[src/rtl/draw_source_sequencer.sv]
// rtl/draw_source_sequencer.sv - sequences the draw sources over a shared write bus and commits their pixels to the framebuffer.
module draw_source_sequencer #(
    parameter int NUM_SOURCES       = 4,
    parameter int SOURCE_SEL_ADDRW  = 2,
    parameter int COLOR_DEPTH       = 8,
    parameter int DRAW_WIDTH        = 320,
    parameter int DRAW_HEIGHT       = 240,
    parameter int DRAW_WIDTH_ADDRW  = 9,
    parameter int DRAW_HEIGHT_ADDRW = 8,
    parameter int FB_ADDRW          = 17,
    parameter int START_TIMEOUT     = 16
) (
    input  logic                         clk,
    input  logic                         resetN,
    input  logic                         frame_start,
    output logic [SOURCE_SEL_ADDRW-1:0]  write_source_sel,
    output logic                         write_awaited,
    input  logic                         write_active,
    input  logic [COLOR_DEPTH-1:0]       write_color_data,
    input  logic                         write_transparent,
    input  logic [DRAW_WIDTH_ADDRW-1:0]  write_x_addr,
    input  logic [DRAW_HEIGHT_ADDRW-1:0] write_y_addr,
    output logic                         fb_we,
    output logic [FB_ADDRW-1:0]          fb_addr,
    output logic [COLOR_DEPTH-1:0]       fb_wdata,
    output logic                         busy,
    output logic                         frame_done,
    output logic                         frame_overrun,
    output logic [7:0]                   skip_count
);

    typedef enum logic [2:0] {IDLE, ISSUE, WAIT_START, ACTIVE, NEXT, DONE} state_t;

    localparam int TW = $clog2(START_TIMEOUT + 1);
    localparam logic [TW-1:0] T_LAST = TW'(START_TIMEOUT - 1);
    localparam logic [SOURCE_SEL_ADDRW-1:0] SEL_LAST = SOURCE_SEL_ADDRW'(NUM_SOURCES - 1);

    state_t        state, state_nxt;
    logic [TW-1:0] tcnt;
    logic          last_sel;
    logic          timeout_hit;
    logic          in_range;
    logic          capture;
    logic [FB_ADDRW-1:0] lin_addr;

    assign last_sel    = (write_source_sel == SEL_LAST);
    assign timeout_hit = (state == WAIT_START) && !write_active && (tcnt == T_LAST);

    always_comb begin
        state_nxt = state;
        case (state)
            IDLE:       if (frame_start) state_nxt = ISSUE;
            ISSUE:      state_nxt = WAIT_START;
            WAIT_START: begin
                if (write_active)        state_nxt = ACTIVE;
                else if (tcnt == T_LAST) state_nxt = NEXT;
            end
            ACTIVE:     if (!write_active) state_nxt = NEXT;
            NEXT:       state_nxt = last_sel ? DONE : ISSUE;
            DONE:       state_nxt = IDLE;
            default:    state_nxt = IDLE;
        endcase
    end

    assign write_awaited = (state == ISSUE);
    assign busy          = (state != IDLE);
    assign frame_done    = (state == DONE);
    assign frame_overrun = frame_start && (state != IDLE);

    always_ff @(posedge clk or negedge resetN) begin
        if (!resetN) begin
            state            <= IDLE;
            write_source_sel <= '0;
            tcnt             <= '0;
            skip_count       <= '0;
        end else begin
            state <= state_nxt;
            if (state == IDLE && frame_start) begin
                write_source_sel <= '0;
                skip_count       <= '0;
            end
            if (state == ISSUE)
                tcnt <= '0;
            else if (state == WAIT_START)
                tcnt <= tcnt + TW'(1);
            if (timeout_hit && skip_count != 8'hFF)
                skip_count <= skip_count + 8'd1;
            if (state == NEXT && !last_sel)
                write_source_sel <= write_source_sel + SOURCE_SEL_ADDRW'(1);
            if (state == DONE)
                write_source_sel <= '0;
        end
    end

    // One extra bit on the compare so a power-of-two extent cannot wrap.
    assign in_range = ({1'b0, write_x_addr} < (DRAW_WIDTH_ADDRW + 1)'(DRAW_WIDTH)) &&
                      ({1'b0, write_y_addr} < (DRAW_HEIGHT_ADDRW + 1)'(DRAW_HEIGHT));
    assign lin_addr = FB_ADDRW'(write_y_addr) * FB_ADDRW'(DRAW_WIDTH) + FB_ADDRW'(write_x_addr);
    assign capture  = write_active && !write_transparent && in_range &&
                      (state == WAIT_START || state == ACTIVE);

    // An unknown capture term falls to the else branch, so X coordinates never write.
    always_ff @(posedge clk or negedge resetN) begin
        if (!resetN) begin
            fb_we    <= 1'b0;
            fb_addr  <= '0;
            fb_wdata <= '0;
        end else if (capture) begin
            fb_we    <= 1'b1;
            fb_addr  <= lin_addr;
            fb_wdata <= write_color_data;
        end else begin
            fb_we    <= 1'b0;
        end
    end

endmodule

[config.mk]
export PLATFORM = sky130hd
export DESIGN_NAME = draw_source_sequencer
export DESIGN_NICKNAME = d
export VERILOG_FILES = /design/src/rtl/draw_source_sequencer.sv
export SDC_FILE = /design/constraint.sdc
export NUM_CORES = 1
export LEC_CHECK = 0
export ABC_CLOCK_PERIOD_IN_PS = 2900
export BUFFER_PORTS_ARGS = -buffer_cell sky130_fd_sc_hd__buf_2
export CAP_MARGIN = 20
export CORE_ASPECT_RATIO = 1.2
export CORE_UTILIZATION = 32
export CTS_BUF_LIST = sky130_fd_sc_hd__clkbuf_4
export DETAILED_ROUTE_END_ITERATION = 10
export PLACE_DENSITY = 0.62
export SYNTH_ARGS = -nofsm -noshare
export SYNTH_HDL_FRONTEND = slang
export SYNTH_SLANG_ARGS = --single-unit
[constraint.sdc]
create_clock -name clk -period 2.9 [get_ports clk]
set_clock_uncertainty 0.2 [all_clocks]
set_input_delay 0.58 -clock clk [delete_from_list [all_inputs] [get_ports clk]]
set_output_delay 0.58 -clock clk [all_outputs]
set_load 0.01 [all_outputs]
# Word-level counts from Yosys, hierarchy flattened
# Cells that the tools add are included.
# W data, S select, Z words.
[word_totals] in_bits=30 reg_bits=44
[classes] n_mul=1 add_sub_neg=4 mux=14 n_lt_le_gt_ge=2 reduce_logical=20 eq_ne=11
[op_table] cell="$add A17 B9 Y17" count=1
[op_table] cell="$mux W8" count=2
[op_table] cell="$mux W3" count=5
[op_table] cell="$pmux W3 S5" count=1
[op_table] cell="$mul A8 B3 Y11 const B" count=1
[op_table] cell="$logic_and A1 B1 Y1" count=10
[op_table] cell="$mux W5" count=2
[op_table] cell="$lt A9 B9 Y1 const B" count=1
[op_table] cell="$add A8 B1 Y8 const B" count=1
[op_table] cell="$lt A8 B8 Y1 const B" count=1
[op_table] cell="$ne A8 B8 Y1 const B" count=1
[op_table] cell="$eq A3 B2 Y1 const B" count=2
[op_table] cell="$eq A3 B3 Y1 const B" count=2
[op_table] cell="$mux W2" count=3
[op_table] cell="$reduce_bool A3 Y1" count=2
[op_table] cell="$add A5 B1 Y5 const B" count=1
[op_table] cell="$eq A5 B4 Y1 const B" count=1
[op_table] cell="$ne A2 B2 Y1 const B" count=2
[op_table] cell="$reduce_bool A2 Y1" count=2
[op_table] cell="$eq A3 B1 Y1 const B" count=1
[op_table] cell="$logic_not A1 Y1" count=3
[op_table] cell="$logic_not A3 Y1" count=1
[op_table] cell="$ne A3 B2 Y1 const B" count=1
[op_table] cell="$reduce_and A3 Y1" count=1
[op_table] cell="other kinds (4)" count=4

# Depth between registers and ports, before layout
[depth] ltp_word=5 mapped_depth=9 depth_no_buf=8

# Worst setup path after synthesis
# OpenSTA, ideal clock, no wires.
[synth_timing] path_kind="input-to-reg" startpoint="in write_y_addr[1]" endpoint="reg fb_addr[15]" stages=8 t_required_ns=2.618 slack_ns=-0.053 arrival_ns=2.672 n_path_buf=0 cell_sequence="ha_1 > ha_1 > fa_1 > a211o_2 > a2111oi_0 > nor3b_1 > a31o_2 > a31oi_1"
[synth_between] elab_chain_cells=4
[synth_rtl] element="start: declaration" line="22" source="input logic [DRAW_HEIGHT_ADDRW-1:0] write_y_addr,"
[synth_rtl] element="parallel branches: the longest is 4 deep, another holds $add A17 B9 Y17"
[synth_rtl] element="end signal: assignment" line="110" source="fb_addr <= lin_addr;"
[synth_rtl] element="end: declaration" line="24" source="output logic [FB_ADDRW-1:0] fb_addr,"
# Several ways; the timed one is not identified.
# A chain may end at the register's enable or synchronous reset.

# Worst setup path after layout
# Same ends and word-level chain as after synthesis.

==> results.sh <==
export IMPL_yosysUniqueCellTypes=45
export IMPL_cp_max_fo=3
export IMPL_fin_crit_sh_pct=96.0
export IMPL_n_antenna_cell=0
export IMPL_required_ns=2.98
export IMPL_synth_largest_area_cell="dfrtp_1"
export IMPL_initial_core_util_pct=33.6
export IMPL_holdBufCountCts=0
export IMPL_clkSlewWorstSetupHoldPaths_ns=0.12
export IMPL_synth_ff_type="dfrtp_1"
export IMPL_synth_top_area_share_pct=44.3
export IMPL_p_int_mw=1.32
export IMPL_syn_area_per_cell_sq_um=9.23
export IMPL_place_area_sq_um=3030
export IMPL_grt_pass1_wl_mm=9.13
export IMPL_place_hpwl_mm=4.31
export IMPL_drtIter0Drc=67
export IMPL_ys_seq_area_share_pct=44.3
export IMPL_final_hold_viol_count=0
export IMPL_cts_sinks=44
export IMPL_drv_slew=0
export IMPL_timing_rr_end="fb_addr[16]"
export IMPL_fin_ws_ns=0.117
export IMPL_fillers=771
export IMPL_clock_latency_ns=0.34
export IMPL_synth_nets=320
export IMPL_syn_to_final_growth_pct=24.1
export IMPL_report_power_total_mw=2.14
export IMPL_cts_root_buf="clkbuf_4"
export IMPL_htree_levels=2
export IMPL_antenna_found_initial=0
export IMPL_met3WireLength_um=195
export IMPL_num_vias=2190
export IMPL_drc=0
export IMPL_ant_nets=0
export IMPL_reg2reg_depth=6
export IMPL_reg2reg_from="state[2]"
export IMPL_p_sw_share_pct=38.3
export IMPL_io_pins=70
export IMPL_critPathArrivalTime_ns=2.86
export IMPL_die_w_um=82.4
export IMPL_dr_pass1_iters=4
export IMPL_avgRoutedWirePerCell_um=12.2
export IMPL_min_path_type="input port to async pin"
export IMPL_tightestPinTransition_ns=0.578
export IMPL_route_met2_wl_mm=2.68
export IMPL_p_leak_nw=1.60
export IMPL_post_place_ws_ns=-0.265
export IMPL_synth_edf_count=0
export IMPL_yosys_warnings=0
export IMPL_cts_buffer_depth=2
export IMPL_wl_mm=5.44
export IMPL_io_buffers=69
export IMPL_grt_pass1_vias=2052
export IMPL_post_route_cell_area_sq_um=3080
export IMPL_cts_buffers=5
export IMPL_synth_seq_cells=44
export IMPL_die_h_um=98.5
export IMPL_grt_max_degree=30
export IMPL_crit_path_start_kind="input port"
export IMPL_synth_area_leaders="dfrtp_1 44%, nand2_1 10%, ha_1 9.6%, o21ai_0 5.8%, xor2_1 2.5%"
export IMPL_fp_coreArea_sq_um=7400
export IMPL_grt_usage_pct=14.4
export IMPL_switchingPower_uw=822
export IMPL_globalplace_congestion=0.789
export IMPL_grt_setup_unrepaired="no"
export IMPL_overflow=0
export IMPL_crit_type="input port to flop"
export IMPL_power_share_clock_pct=13.6
export IMPL_cts_setup_buffers=0
export IMPL_fmax_ghz=0.359
export IMPL_sequentialPowerShare_pct=45.2
export IMPL_cts_tree="built"
export IMPL_worst_r2r_setup_slack_ns=0.71
export IMPL_netlist_area_sq_um=2480
export IMPL_wl_met1_mm=2.49
export IMPL_routed_top_layer="met4"
export IMPL_power_density_nw_per_um2=695
export IMPL_rows=34
export IMPL_die_area_sq_um=8120
export IMPL_max_slew_margin_pct=61.5
export IMPL_ctsResizeCount=0
export IMPL_p_comb_share_pct=41.3
export IMPL_status="completed"
export IMPL_irDropWorstVdd_uv=287
export IMPL_nets=405
export IMPL_async_reset_ff_share_pct=100
export IMPL_min_period_ns=2.78
export IMPL_drv_cap=0
export IMPL_setup_viol=0
export IMPL_cp_end_kind="flop"
export IMPL_drive_gt1_share_pct=29.0
export IMPL_viasPerCell=4.92
export IMPL_netlist_instances=269
registers in the layout (all words and copies together), names as in the netlist:
register,count
write_source_sel,2
tcnt,5
fb_wdata,8
state,3
fb_we,1
skip_count,8
fb_addr,17
how the worst max path moves through the flow:
stage,slack (ns),to,cells past startpoint,from
finish,0.12,fb_addr[15],9,write_y_addr[1]
detailed placement,-0.26,fb_addr[15],9,write_y_addr[1]
global route,0.02,fb_addr[15],9,write_y_addr[1]
floorplan,0.03,fb_addr[15],8,write_y_addr[1]
global placement,-0.18,fb_addr[15],9,write_y_addr[1]
CTS,0.14,fb_addr[15],9,write_y_addr[1]
cell usage in the layout (no fill, tap or decap), types with 2 or more instances in the layout:
cell,count
buf_2,69
nand2_1,67
dfrtp_1,44
o21ai_0,29
ha_1,19
nor2_1,16
buf_4,16
inv_1,9
nand3_1,9
nor2b_1,8
xor2_1,7
clkbuf_4,7
a21oi_1,4
o31ai_1,4
a31oi_1,4
or3_1,3
nor3b_1,3
xnor2_1,3
and3_1,2
nor3_1,2
nand4_1,2
nand2b_1,2
o41ai_1,2
synthesized netlist by cell type, types with 3 or more instances:
| master | count |
|---|---|
| a31oi_1 | 4 |
| nor2b_1 | 8 |
| inv_1 | 9 |
| a21oi_1 | 4 |
| nand2_1 | 67 |
| o21ai_0 | 29 |
| nor2_1 | 16 |
| nand3_1 | 9 |
| xor2_1 | 7 |
| nor3b_1 | 3 |
| dfrtp_1 | 44 |
| clkbuf_1 | 4 |
| xnor2_1 | 3 |
| ha_1 | 19 |
| or3_1 | 3 |
| o31ai_1 | 4 |
metrics by stage:
stage               hold WS, ns  util (%)  TNS [ns]  cells
floorplan                0.0844         -         0    269
finish                   0.0154      41.6         0    445
global placement          0.254      40.9    -0.465    437
detailed placement        0.261      40.9    -0.740    437
global route             0.0429      41.6         0    445
CTS                      0.0247      41.6         0    445
power groups by stage:
stage               sequential, mW  clock [mW]  combinational, mW
floorplan                     1.04           0              0.462
global placement             0.978           0              0.880
detailed placement           0.980           0              0.905
CTS                          0.973       0.311              0.904
global route                  1.00       0.336               1.01
finish                       0.968       0.291              0.884
worst max-delay path, stage by stage:
cell,delay (ns)
buf_2,0.12
ha_1,0.29
ha_1,0.23
fa_2,0.37
a211o_2,0.36
a2111oi_1,0.37
nor3b_1,0.15
a31o_2,0.23
a31oi_1,0.15
cell type report:
class / instances / area [sq um] / share of cell area (%)
clock buffer: 7 / 52.6 / 1.70
clock inverter: 1 / 3.75 / 0.122
inverter: 9 / 33.8 / 1.10
multi-input combinational: 209 / 1310 / 42.6
sequential: 44 / 1100 / 35.7
tap: 90 / 113 / 3.65
timing repair buffer: 85 / 465 / 15.1
kinds of logic after synthesis:
group	share of synthesized area, %
AOI/OAI and AO/OA	15.1
adders and majority gates	11.2
buffers and inverters	2.92
xor gates and xnor gates	4.18
DFF	44.3
and+or+nand+nor	22.3
metal layers:
layer  GRT usage (%)  up-vias
met2            24.7       44
li1                -     1104
met3            2.78        5
met4            4.45        0
met1            18.0     1037
met5               0        -
(Power assumes the default switching activity.)
